[src/rtl/pool_ch_scheduler.sv]
// Round-robin scheduler that time-shares one maxpooler among N_CH channel streams, one map per grant.
// Define POOL_SCHED_ERR_EN to enable the per-map result-count check that drives err.
module pool_ch_scheduler #(
    parameter int FM_ROW = 12,
    parameter int FM_COL = 12,
    parameter int P      = 3,
    parameter int N_DATA = 32,
    parameter int N_CH   = 4
) (
    input  logic                       clk,
    input  logic                       rst,
    input  logic [N_CH-1:0]            ch_req,
    input  logic [N_CH-1:0]            ch_vld,
    input  logic [N_CH*N_DATA-1:0]     ch_data,
    output logic [N_CH-1:0]            ch_rdy,
    output logic [N_CH-1:0]            ch_gnt,
    output logic                       pool_rst,
    output logic                       pool_in_vld,
    output logic [N_DATA-1:0]          pool_in_data,
    input  logic                       pool_out_vld,
    input  logic [N_DATA-1:0]          pool_out_data,
    input  logic                       pool_out_end,
    output logic                       res_vld,
    output logic [N_DATA-1:0]          res_data,
    output logic [$clog2(N_CH)-1:0]    res_ch,
    output logic                       res_last,
    output logic                       busy,
    output logic                       err
);
    localparam int IN_CNT = FM_ROW * FM_COL;
    localparam int IDX_W  = $clog2(N_CH);
    localparam int CNT_W  = $clog2(IN_CNT);

    typedef enum logic [1:0] {
        S_IDLE,
        S_CLR,
        S_STREAM,
        S_DRAIN
    } state_t;

    state_t             r_state;
    logic [N_CH-1:0]    r_gnt;
    logic [IDX_W-1:0]   r_gidx;
    logic [IDX_W-1:0]   r_last;
    logic [CNT_W-1:0]   r_cnt;
    logic               r_busy;

    logic [N_DATA-1:0]  w_ch_data [N_CH];
    logic [IDX_W-1:0]   w_rr_idx;
    logic [IDX_W-1:0]   w_win_idx;
    logic               w_win_vld;
    logic [N_CH-1:0]    w_win_onehot;
    logic               w_stream;
    logic               w_res_on;
    logic               w_accept;

    for (genvar gi = 0; gi < N_CH; gi++) begin : g_unpack
        assign w_ch_data[gi] = ch_data[gi*N_DATA +: N_DATA];
    end

    // Walk the ring from last+1; the first requester met wins.
    always_comb begin
        w_rr_idx  = r_last;
        w_win_idx = '0;
        w_win_vld = 1'b0;
        for (int k = 0; k < N_CH; k++) begin
            w_rr_idx = (w_rr_idx == IDX_W'(N_CH - 1)) ? '0 : w_rr_idx + 1'b1;
            if (!w_win_vld && ch_req[w_rr_idx]) begin
                w_win_vld = 1'b1;
                w_win_idx = w_rr_idx;
            end
        end
    end

    assign w_win_onehot = N_CH'(1) << w_win_idx;
    assign w_stream     = (r_state == S_STREAM);
    assign w_res_on     = (r_state == S_STREAM) || (r_state == S_DRAIN);
    assign w_accept     = w_stream && ch_vld[r_gidx];

    always_ff @(posedge clk) begin
        if (rst) begin
            r_state <= S_IDLE;
            r_gnt   <= '0;
            r_gidx  <= '0;
            r_last  <= IDX_W'(N_CH - 1);
            r_cnt   <= '0;
            r_busy  <= 1'b0;
        end else begin
            case (r_state)
                S_IDLE: begin
                    if (w_win_vld) begin
                        r_gnt   <= w_win_onehot;
                        r_gidx  <= w_win_idx;
                        r_busy  <= 1'b1;
                        r_state <= S_CLR;
                    end
                end
                S_CLR: begin
                    r_cnt   <= '0;
                    r_state <= S_STREAM;
                end
                S_STREAM: begin
                    // A stray pool_out_end here is only forwarded; the full map must still be fed.
                    if (w_accept) begin
                        if (r_cnt == CNT_W'(IN_CNT - 1)) begin
                            r_cnt   <= '0;
                            r_state <= S_DRAIN;
                        end else begin
                            r_cnt <= r_cnt + 1'b1;
                        end
                    end
                end
                S_DRAIN: begin
                    if (pool_out_end) begin
                        r_gnt   <= '0;
                        r_busy  <= 1'b0;
                        r_last  <= r_gidx;
                        r_state <= S_IDLE;
                    end
                end
                default: r_state <= S_IDLE;
            endcase
        end
    end

    assign ch_gnt       = r_gnt;
    assign ch_rdy       = w_stream ? r_gnt : '0;
    assign busy         = r_busy;
    assign pool_rst     = rst || (r_state == S_CLR);
    assign pool_in_vld  = w_accept;
    assign pool_in_data = w_stream ? w_ch_data[r_gidx] : '0;
    assign res_vld      = w_res_on && pool_out_vld;
    assign res_data     = w_res_on ? pool_out_data : '0;
    assign res_last     = w_res_on && pool_out_end;
    assign res_ch       = w_res_on ? r_gidx : '0;

`ifdef POOL_SCHED_ERR_EN
    localparam int OUT_CNT = (FM_ROW / P) * (FM_COL / P);
    localparam int RC_W    = $clog2(IN_CNT + 1);

    logic [RC_W-1:0] r_res_cnt;
    logic            r_err;

    // Count results per map; the last one must be exactly the OUT_CNT-th.
    always_ff @(posedge clk) begin
        if (rst) begin
            r_res_cnt <= '0;
            r_err     <= 1'b0;
        end else begin
            if (r_state == S_CLR) begin
                r_res_cnt <= '0;
            end else if (res_vld) begin
                r_res_cnt <= r_res_cnt + 1'b1;
            end
            if (res_vld && res_last && ((r_res_cnt + 1'b1) != RC_W'(OUT_CNT))) begin
                r_err <= 1'b1;
            end
        end
    end

    assign err = r_err;
`else
    assign err = 1'b0;
`endif

endmodule

[config.mk]
export PLATFORM = sky130hd
export DESIGN_NAME = pool_ch_scheduler
export DESIGN_NICKNAME = d
export VERILOG_FILES = /design/src/rtl/pool_ch_scheduler.sv
export SDC_FILE = /design/constraint.sdc
export NUM_CORES = 1
export LEC_CHECK = 0
export ABC_AREA = 1
export CORE_ASPECT_RATIO = 0.5
export CORE_UTILIZATION = 30
export CTS_BUF_LIST = sky130_fd_sc_hd__clkbuf_8
export DETAILED_ROUTE_END_ITERATION = 10
export GPL_TIMING_DRIVEN = 0
export PLACE_DENSITY = 0.78
export SLEW_MARGIN = 20
export SYNTH_ARGS = -nofsm -noshare
export SYNTH_HDL_FRONTEND = slang
export SYNTH_SLANG_ARGS = --single-unit
[constraint.sdc]
create_clock -name clk -period 2.3 [get_ports clk]
set_clock_uncertainty 0.05 [all_clocks]
set_input_delay 0.23 -clock clk [delete_from_list [all_inputs] [get_ports clk]]
set_output_delay 0.23 -clock clk [all_outputs]
set_load 0.01 [all_outputs]
After elaboration in Yosys (flattened, before gate mapping)
Cells that the tools add are included.

$add $sub $neg: 5. Order comparisons: 6. Equal/unequal tests: 12. Shift operators: 1. Muxes and demuxes: 43. Bitwise logic cells: 1. Reductions and logical operators: 19.

Operator list (number): two-way mux 32 bit (4); binary-select mux 32 bit (select 2 bit) (1); two-way mux 2 bit (13); two-way mux 8 bit (2); one-hot mux 8 bit (2 select lines) (1); < comparator 2 x 3 -> 1 bit (second input constant) (5); equality test 2 bit (second input constant) (6); two-way mux 4 bit (3); two-way mux 1 bit (11); binary-select mux 1 bit (select 2 bit) (5); adder 2 x 1 -> 2 bit (second input constant) (4); adder 8 x 1 -> 8 bit (second input constant) (1); equality test 8 bit (second input constant) (1); one-hot mux 2 bit (4 select lines) (1); one-hot mux 4 bit (2 select lines) (1); logical AND 1 bit (6); inequality test 2 bit (second input constant) (3); AND reduction 2 bit (3); AND reduction 4 bit (1); nonzero test 2 bit (2); << shifter 1 x 2 -> 4 bit (first input constant) (1); greater-or-equal comparator 3 bit (second input constant) (1); zero test 1 bit (3); inverter 2 -> 3 bit (1); 6 further kinds (7).

Register bits: 19. Input port bits: 172. Output and inout port bits: 80. Word-level logic and storage cells: 93.

Longest topological paths before layout
Gate-level depths: netlist of run 1.

Depth in word-level cells: 17. Gate-level depth with buffers: 14. Gate-level depth less buffers: 14.

Worst setup path after synthesis of run 1
Ideal clock, no wire load.

Kind: flip-flop to output port. From: register r_state[0]. To: output port res_ch[0]. Arrival time: 1.560 ns. Data required time: 2.020 ns. Setup slack: 0.460 ns. Stages on the path, launching flop included: 7. Buffers on the path: 2. Path through: dfxtp_1 > inv_1 > ha_1 > clkbuf_1 > nor2_1 > clkbuf_1 > nor2_1.

Cells in the longest elaborated chain, start to end: 3.

Ends and longest elaborated chain: from (decl) (line 41) `state_t r_state;`; from (signal assigned) (line 82) `r_state <= S_IDLE;`; from (signal assigned) (line 95) `r_state <= S_CLR;`; from (signal assigned) (line 100) `r_state <= S_STREAM;`; equality test 2 bit (line 77) `assign w_res_on = (r_state == S_STREAM) || (r_state == S_DRAIN);`; logical OR 1 bit (*) (line 77); two-way mux 2 bit (*) (line 135) `assign res_ch = w_res_on ? r_gidx : '0;`; to (decl) (line 25) `output logic [$clog2(N_CH)-1:0] res_ch,`.

Mark *: on every way between the ends. The rest lies on a longest branch, timed or not.

Worst setup path after layout of run 1
From: register r_gidx[0]. To: output port pool_in_data[31].

Cells in the longest elaborated chain, start to end: 5.

Ends and longest elaborated chain: from (decl) (line 43) `logic [IDX_W-1:0] r_gidx;`; from (signal assigned) (line 93) `r_gidx <= w_win_idx;`; inverter 2 -> 3 bit (implied by the code) (line 131) `assign pool_in_data = w_stream ? w_ch_data[r_gidx] : '0;`; binary-select mux 32 bit (select 2 bit) (line 131); two-way mux 32 bit (implied by the code) (2 in series) (line 131); two-way mux 32 bit (line 131); to (decl) (line 19) `output logic [N_DATA-1:0] pool_in_data,`.

Every way passes these cells. The select of a mux whose other input is x is not followed.

==> results of run 1 <==
flip-flops by register name (all words and copies together), names as in the netlist:
register / flops
ch_gnt: 4
r_last: 2
r_state: 2
r_cnt: 8
busy: 1
r_gidx: 2
final cells by class:
class,count,area [µm²],share of cell area (%)
Timing Repair Buffer,255,2570,45.2
Multi-Input combinational cell,427,2030,35.7
Sequential cell,19,383,6.74
Inverter,69,264,4.64
Buffer,31,244,4.29
Tap cell,117,146,2.58
Clock buffer,3,41.3,0.726
Clock inverter,1,3.75,0.0660
cell usage after synthesis:
cell / instances
nor3b_1: 1
buf_2: 2
nor3_2: 1
a21oi_1: 43
inv_1: 59
inv_4: 2
clkbuf_1: 20
buf_1: 7
nor3_1: 1
nor2_2: 3
nor2_8: 1
and3_1: 1
o21bai_1: 1
nand2_4: 2
nand2_2: 11
nand3_1: 17
or2_2: 1
o21ai_2: 1
inv_2: 8
o21ai_0: 68
o21ai_1: 2
nand2_1: 62
ha_1: 7
dfxtp_1: 19
nand3_2: 7
conb_1: 1
nor2_1: 181
o211ai_1: 3
nor2_4: 2
a21oi_2: 4
buf_4: 2
nand4_1: 6
routing by layer:
| metal | global-route usage (%) | routed length (µm) | up-vias |
|---|---|---|---|
| met2 | 45.6 | 5920 | 159 |
| met1 | 29.1 | 5270 | 1920 |
| li1 | - | - | 2229 |
| met3 | 2.40 | 744 | 25 |
| met5 | 0 | 0 | - |
| met4 | 8.86 | 262 | 0 |
path summary, 6_finish.rpt:
| kind | start | to | slack (ns) | cells past startpoint |
|---|---|---|---|---|
| worst min-delay path | rst | busy$_SDFFE_PP0P_ | 0.35 | 2 |
| worst max-delay path | r_gidx[0]$_SDFFE_PP0P_ | pool_in_data[31] | 0.12 | 6 |
| worst min register to register | r_cnt[1]$_SDFFE_PP0P_ | r_cnt[1]$_SDFFE_PP0P_ | 0.44 | 2 |
| worst max register to register | r_last[1]$_SDFFE_PP1P_ | ch_gnt[0]$_SDFFE_PP0P_ | 0.31 | 11 |
logic make-up (layout without fill, tap and decap cells):
family          count (synthesis)  after routing  synth area share (%)
compound gates                122            122                  22.9
fa+ha+maj                       7              7                  3.13
buf+inv                       100            359                  14.0
flops                          19             19                  13.6
other cells                     1              1                 0.134
simple gates                  297            297                  46.3
cell usage in the layout (no fill, tap or decap), types with 10 or more instances in the layout:
cell               n
nand3_1           17
clkbuf_4          10
buf_4             11
nor2_1           180
dlymetal6s2s_1    29
a21oi_1           43
nand2_2           11
dfxtp_1           17
clkdlybuf4s50_1  184
inv_1             58
inv_2             10
o21ai_0           68
nand2_1           62
dlygate4sd2_1     36
per-stage QoR:
| step | utilization, % | area, µm² | worst slack, ns | hold WS (ns) | cells |
|---|---|---|---|---|---|
| 6_report | 64.2 | 5680 | 0.125 | 0.351 | 922 |
| 5_1_grt | 64.2 | 5680 | 0.00333 | 0.371 | 922 |
| 4_1_cts | 63.1 | 5590 | 0.00133 | 0.350 | 922 |
| 3_5_place_dp | 61.3 | 5430 | -0.503 | 0.426 | 912 |
| 3_3_place_gp | 61.3 | 5430 | -0.502 | 0.416 | 912 |
| 2_1_floorplan | - | 2790 | 0.460 | 0.400 | 546 |
power by group through the flow:
stage               Clock, mW  Sequential, mW  Combinational (mW)
floorplan                   0           0.446                1.85
global placement            0           0.441                3.28
detailed placement          0           0.443                3.33
CTS                     0.240           0.441                3.49
global route            0.256           0.450                3.85
finish                  0.237           0.443                3.47
timing repair:
item | CTS | global route
gates cloned | 3 | 0
pin swaps | 1 | 0
gates resized for setup | 85 | 47
endpoints found under the setup margin | 69 | 31
buffers inserted | 3 | 0
==> flow_summary.ini, run 1 <==
[clock_network]
clkSinkCount = 19
postCtsHoldBufs = 0
ctsHtreeMaxLevel = 1
cts_tree = yes
clockRootBuffer = clkbuf_8
clk_pin_slew_ns = 0.07
cts_made_buffers = 3
clock_latency_ns = 0.26
ctsLongestPathBuffers = 2

[run_status]
violations = DRC
outcome = finished with violations

[timing]
period_needed_ns = 2.18
finalSetupViolations = 0
fin_crit_sh_pct = 94.6
hold_viol_final = 0
tightest_slew_ns = 0.546
max_freq_mhz = 460
slew_headroom_pct = 63.6
rsz0062_at_grt = no
drv_slew = 0
tns_ns = 0

[synth]
ys_ff_latch = 19
ys_types = 32
ys_warn_count = 0
synth_nets = 725
netlist_instances = 546
yosysSeqAreaShare_pct = 13.6
yosysTopAreaCellShare_pct = 24.3
syn-cell-area_um2 = 2790
synth.avg_cell_area_um2 = 5.12
synth_area_leader_cell = nor2_1
synth_area_leaders = nor2_1 (24%), dfxtp_1 (14%), o21ai_0 (12%), nand2_1 (8.3%), inv_1 (7.9%)

[cells_and_area]
finalNetCount = 985
area_growth_pct = 103
final_layout_size_suffix_gt1_share_pct = 10.8
diodes = 0
fillCellCount = 863

[route]
viasPerCell = 4.70
wl_per_cell_um = 13.2
antenna_left = 0
drc = 24
vias = 4333
drt_wl_total_um = 12200
dr.pass1.iters = 7
drt_iter0_markers = 189

[critical_path]
cp_cell_sequence = inv_2, clkbuf_4, buf_4, o21ai_0, a21oi_1, clkdlybuf4s50_1
critPathTopFamily = buffers and inverters
max_stage_delay_ns = 0.57
cp_max_fo = 10
crit_arrival_ns = 1.90
critPathKind = reg -> out
start_kind = flop
critPathBufInv = 4
crit_required_ns = 2.02
end_kind = primary output
cp_slowest_cell = clkdlybuf4s50_1

[pwr]
power.total_mw = 4.15
p_clk_share_pct = 5.7
p_sw_share_pct = 50.0
internal-power_mw = 2.08
worst_ir_drop_vdd_mv = 0.348
p_leak_nw = 3.19
power_density_nw_per_um2 = 731
p_seq_share_pct = 10.7
netSwitchingPower_mw = 2.08
combPwrFrac_pct = 83.6

[die]
coreArea_um2 = 8860
die_h_um = 70.2
io_pins = 252
start_util_pct = 31.5
num_rows = 24
dieArea_um2 = 9730
die_w_um = 138

[global_route]
gr-total-overflow = 0
antenna_found_initial = 0
grt_max_degree = 11
grt_pass1_vias = 4256
grt_first_pass_wirelength_um = 19600
grtUsageTotal_pct = 24.4

[place]
port_buffers = 249
place_congestion = 0.902
dp_hpwl_um = 9670

[run]
drv_cap = 0

[hold_path]
hold_class = in -> reg
(Power assumes the default switching activity.)
==> inputs of run 2 (changes only) <==
SKIP_CTS_REPAIR_TIMING = 1   (was not set)
SLEW_MARGIN = not set   (was 20)
==> run 2 against run 1 <==
Net effect:
- the run still ends with DRC left
- clock power barely moved
- maximum frequency fell by 2.5%
- die area did not move
- first-iteration DRC count fell by 2.6%
- clock-buffer cell count did not move
- utilization rose by 1.9 points
- via count rose by 0.60%
- routed wire length rose by 1.5%
==> flow_summary.ini, run 2 (synthesis results as in run 1) <==
[run_status]
outcome = finished with violations
violations = DRC

[global_route]
antenna_found_initial = 0
grt_first_pass_wirelength_um = 19300
grt_max_degree = 11
gr-total-overflow = 0
grtUsageTotal_pct = 24.1
grt_pass1_vias = 4213

[critical_path]
crit_arrival_ns = 1.95
crit_required_ns = 2.02
start_kind = flop
rr_endpoint = ch_gnt[0]$_SDFFE_PP0P_
r2r_start = r_last[1]$_SDFFE_PP1P_
r2r_slack_ns = 0.32
ff2ff_path_depth = 11
cp_max_fo = 11
critPathKind = reg -> out
end_kind = primary output

[clock_network]
clk_pin_slew_ns = 0.07
ctsLongestPathBuffers = 2
clkSinkCount = 19
cts_tree = yes
ctsHtreeMaxLevel = 1
cts_made_buffers = 3
clock_latency_ns = 0.26
clockRootBuffer = clkbuf_8

[hold_path]
hold_class = in -> reg
min_to = busy$_SDFFE_PP0P_
min_from = rst
min_path_cells = 2

[cells_and_area]
finalNetCount = 991
final_layout_size_suffix_gt1_share_pct = 11.5
fin_util_pct = 66.1
layout_common_cells = clkdlybuf4s50_1 (186), nor2_1 (180), o21ai_0 (68)
diodes = 0
instances_no_fill = 928
final_common_cell = clkdlybuf4s50_1
multiInputGateArea_um2 = 2040
largest_reg_flops = 8
seqCellArea_um2 = 385
regMostFlops = r_cnt
final_area_um2 = 5860
area_growth_pct = 110
fillCellCount = 819

[die]
dieArea_um2 = 9730
start_util_pct = 31.5
io_pins = 252
die_w_um = 138
die_h_um = 70.2
coreArea_um2 = 8860
num_rows = 24

[place]
port_buffers = 249
dp_slack_ns = -0.503
dp_hpwl_um = 9670
place_congestion = 0.902
dp_cells = 912
dpl-instance-area_um2 = 5430

[route]
vias = 4359
antenna_left = 0
drt_iter0_markers = 184
dr.pass1.iters = 7
drt_wl_total_um = 12400
drc = 24
wl_per_cell_um = 13.3
viasPerCell = 4.70

[pwr]
worst_ir_drop_vdd_mv = 0.355
p_leak_nw = 3.63
power_density_nw_per_um2 = 735
power.total_mw = 4.31

[timing]
fin_crit_sh_pct = 97.0
drv_slew = 0
fin_ws_ns = 0.0686
max_freq_mhz = 448
finalSetupViolations = 0
hold_viol_final = 0
tns_ns = 0
tightest_slew_ns = 0.552
slew_headroom_pct = 63.2
worst_hold_slack_ns = 0.356
period_needed_ns = 2.23

[run]
drv_cap = 0
## run 2: cell types whose count changed in the layout (fill, tap and decap cells not counted), sizes merged
cell,change
dlygate4sd2,-36
dlymetal6s2s,+34
buf,+11
clkbuf,-6
clkdlybuf4s50,+2
nor2,+1
## run 2: cell type report
cell class / instances / share of cell area (%)
flip-flops and latches: 19 / 6.58
repair buffers: 260 / 46.9
clock buffers: 3 / 0.705
inverters: 69 / 4.51
well taps: 117 / 2.50
multi-input cells: 428 / 34.8
plain buffers: 31 / 3.95
clock inverters: 1 / 0.0641
## run 2: worst max-delay path by stage
stage / cells past startpoint / endpoint / from
finish: 7 / res_data[15] / r_state[0]$_SDFFE_PP0P_
global route: 7 / res_data[15] / r_state[0]$_SDFFE_PP0P_
CTS: 7 / res_data[4] / r_state[0]$_SDFFE_PP0P_
detailed placement: 7 / res_data[4] / r_state[0]$_SDFFE_PP0P_
global placement: 7 / res_data[0] / r_state[0]$_SDFFE_PP0P_
floorplan: 6 / res_ch[0] / r_state[0]$_SDFFE_PP0P_
## run 2: routing by layer
metal  vias up  wire (µm)  track usage [%]  part of all wire [%]
li1       2243          -                -                     -
met1      1932       5250             28.5                    42
met2       161       6140             45.0                    50
met3        23        756             2.67                   6.1
met4         0        237             8.86                   1.9
met5         -          0                0                     0
## run 2: worst max-delay path: stages (launching register included)
cell	delay (ns)
dfxtp_2	0.36
inv_2	0.06
ha_1	0.23
buf_6	0.16
nor2_4	0.24
buf_6	0.14
nor2_1	0.03
clkdlybuf4s50_1	0.47
## run 2: power breakdown
part	total (mW)	switching (mW)	internal, mW
Clock	0.237	0.118	0.119
Combinational	3.62	1.94	1.69
Sequential	0.447	0.0493	0.398
Total	4.31	2.10	2.20
==> edit (config.mk and constraints of run 2) <==
Build with the macro `POOL_SCHED_ERR_EN` defined.
--- a/src/rtl/pool_ch_scheduler.sv
+++ b/src/rtl/pool_ch_scheduler.sv
@@ -1,5 +1,7 @@
 // Round-robin scheduler that time-shares one maxpooler among N_CH channel streams, one map per grant.
 // Define POOL_SCHED_ERR_EN to enable the per-map result-count check that drives err.
+`define POOL_SCHED_ERR_EN
+
 module pool_ch_scheduler #(
     parameter int FM_ROW = 12,
     parameter int FM_COL = 12,
Formal check against the unedited RTL: not equivalent (Yosys sat finds a counterexample within 4 cycles, from zero or initial values and one cycle with rst high).
==> edit against run 2 <==
Non-clock buffer count decreased by 6. Final area increased by 4.1%. Register-to-register slack got worse by 0.06 ns. Sequential cell count increased by 9. Area after synthesis increased by 14%. Cell count increased by 8.4%. Wire length increased by 3.0%. Worst setup slack got worse by 0.033 ns. Power increased by 3.0%. Largest power group unchanged.
==> edit: results <==
metrics = {
    "run_status": {
        "status": "finished, final reports clean",
    },
    "place": {
        "place_area_um2": 5864,
        "dp_cells": 997,
        "io_buffers": 250,
        "dp_hpwl_mm": 10.07,
        "pre_cts_ws_ns": -0.2329,
    },
    "worst_setup_path": {
        "cpPeakStageDelay_ns": 0.34,
        "critPathCapture": "pool_in_data[10]",
        "reg2reg_slack_ns": 0.26,
        "cp_max_fo": 10,
        "r2r_start": "r_last[0]$_SDFFE_PP1P_",
    },
    "sta": {
        "hold_ws_ns": 0.3606,
        "maxSlewHeadroom_pct": 60.62,
        "fin_crit_ns": 2.264,
    },
    "global_routing": {
        "use_met1_pct": 27.68,
        "grt_usage_pct": 21.63,
        "gr-usage-met2_pct": 40.41,
        "grt_max_degree": 16,
        "grt_pass1_vias": 4073,
        "grt_pass1_wl_mm": 19.53,
    },
    "power_and_ir_drop": {
        "peakVddDrop_mv": 0.3256,
        "p_leak_uw": 0.003052,
        "p_comb_share_pct": 77.6,
        "power_density_nw_per_um2": 727.5,
        "intPower_uw": 2320,
    },
    "detailed_routing": {
        "drc": 0,
        "first_iter_violations": 255,
        "met2_length_mm": 6.088,
        "met1_length_mm": 5.727,
        "wl_per_cell_um": 12.68,
        "vias": 4627,
        "routed_via_density": 4.599,
    },
    "finish": {
        "drive_gt1_share_pct": 9.238,
        "final.fill_count": 972,
    },
    "logic_synthesis": {
        "syn_avg_cell_area_um2": 5.250,
        "synth_adder_area_share_pct": 3.534,
        "synth_nets": 788,
        "synth_xor_area_share_pct": 1.649,
        "synth_common_cells": "nor2_1, nand2_1, o21ai_0",
        "synth_area_leaders": "nor2_1, dfxtp_1, o21ai_0",
        "synth_seq_area_share_pct": 17.59,
    },
    "worst_hold_path": {
        "worstHoldEndpoint": "err$_SDFFE_PP0P_",
    },
}
-- edit: cell count changes after synthesis, moves of 3 or more --
cell     before  now
a21oi_1      43   47
dfxtp_1      19   28
inv_1        59   69
inv_2         8    5
nand2_1      62   78
nand3_2       7    1
nor2_1      181  192
nor3_1        1   11
o21ai_0      68   75
xor2_1        0    6
-- edit: layout make-up --
type | instances | area, um^2 | share of cell area, %
Sequential cell | 28 | 564.3 | 9.253
Multi-Input combinational cell | 474 | 2253 | 36.95
Inverter | 75 | 285.3 | 4.678
Timing Repair Buffer | 255 | 2565 | 42.06
Clock buffer | 4 | 55.05 | 0.9027
Buffer | 30 | 200.2 | 3.283
Tap cell | 140 | 175.2 | 2.872
-- edit: logic make-up (layout without fill, tap and decap cells) --
kind of cell | after synthesis | in the layout
xor gates and xnor gates | 6 | 6
adders and majority gates | 9 | 9
buffers and inverters | 105 | 364
DFF | 28 | 28
and+or+nand+nor | 326 | 326
AOI/OAI and AO/OA | 133 | 133
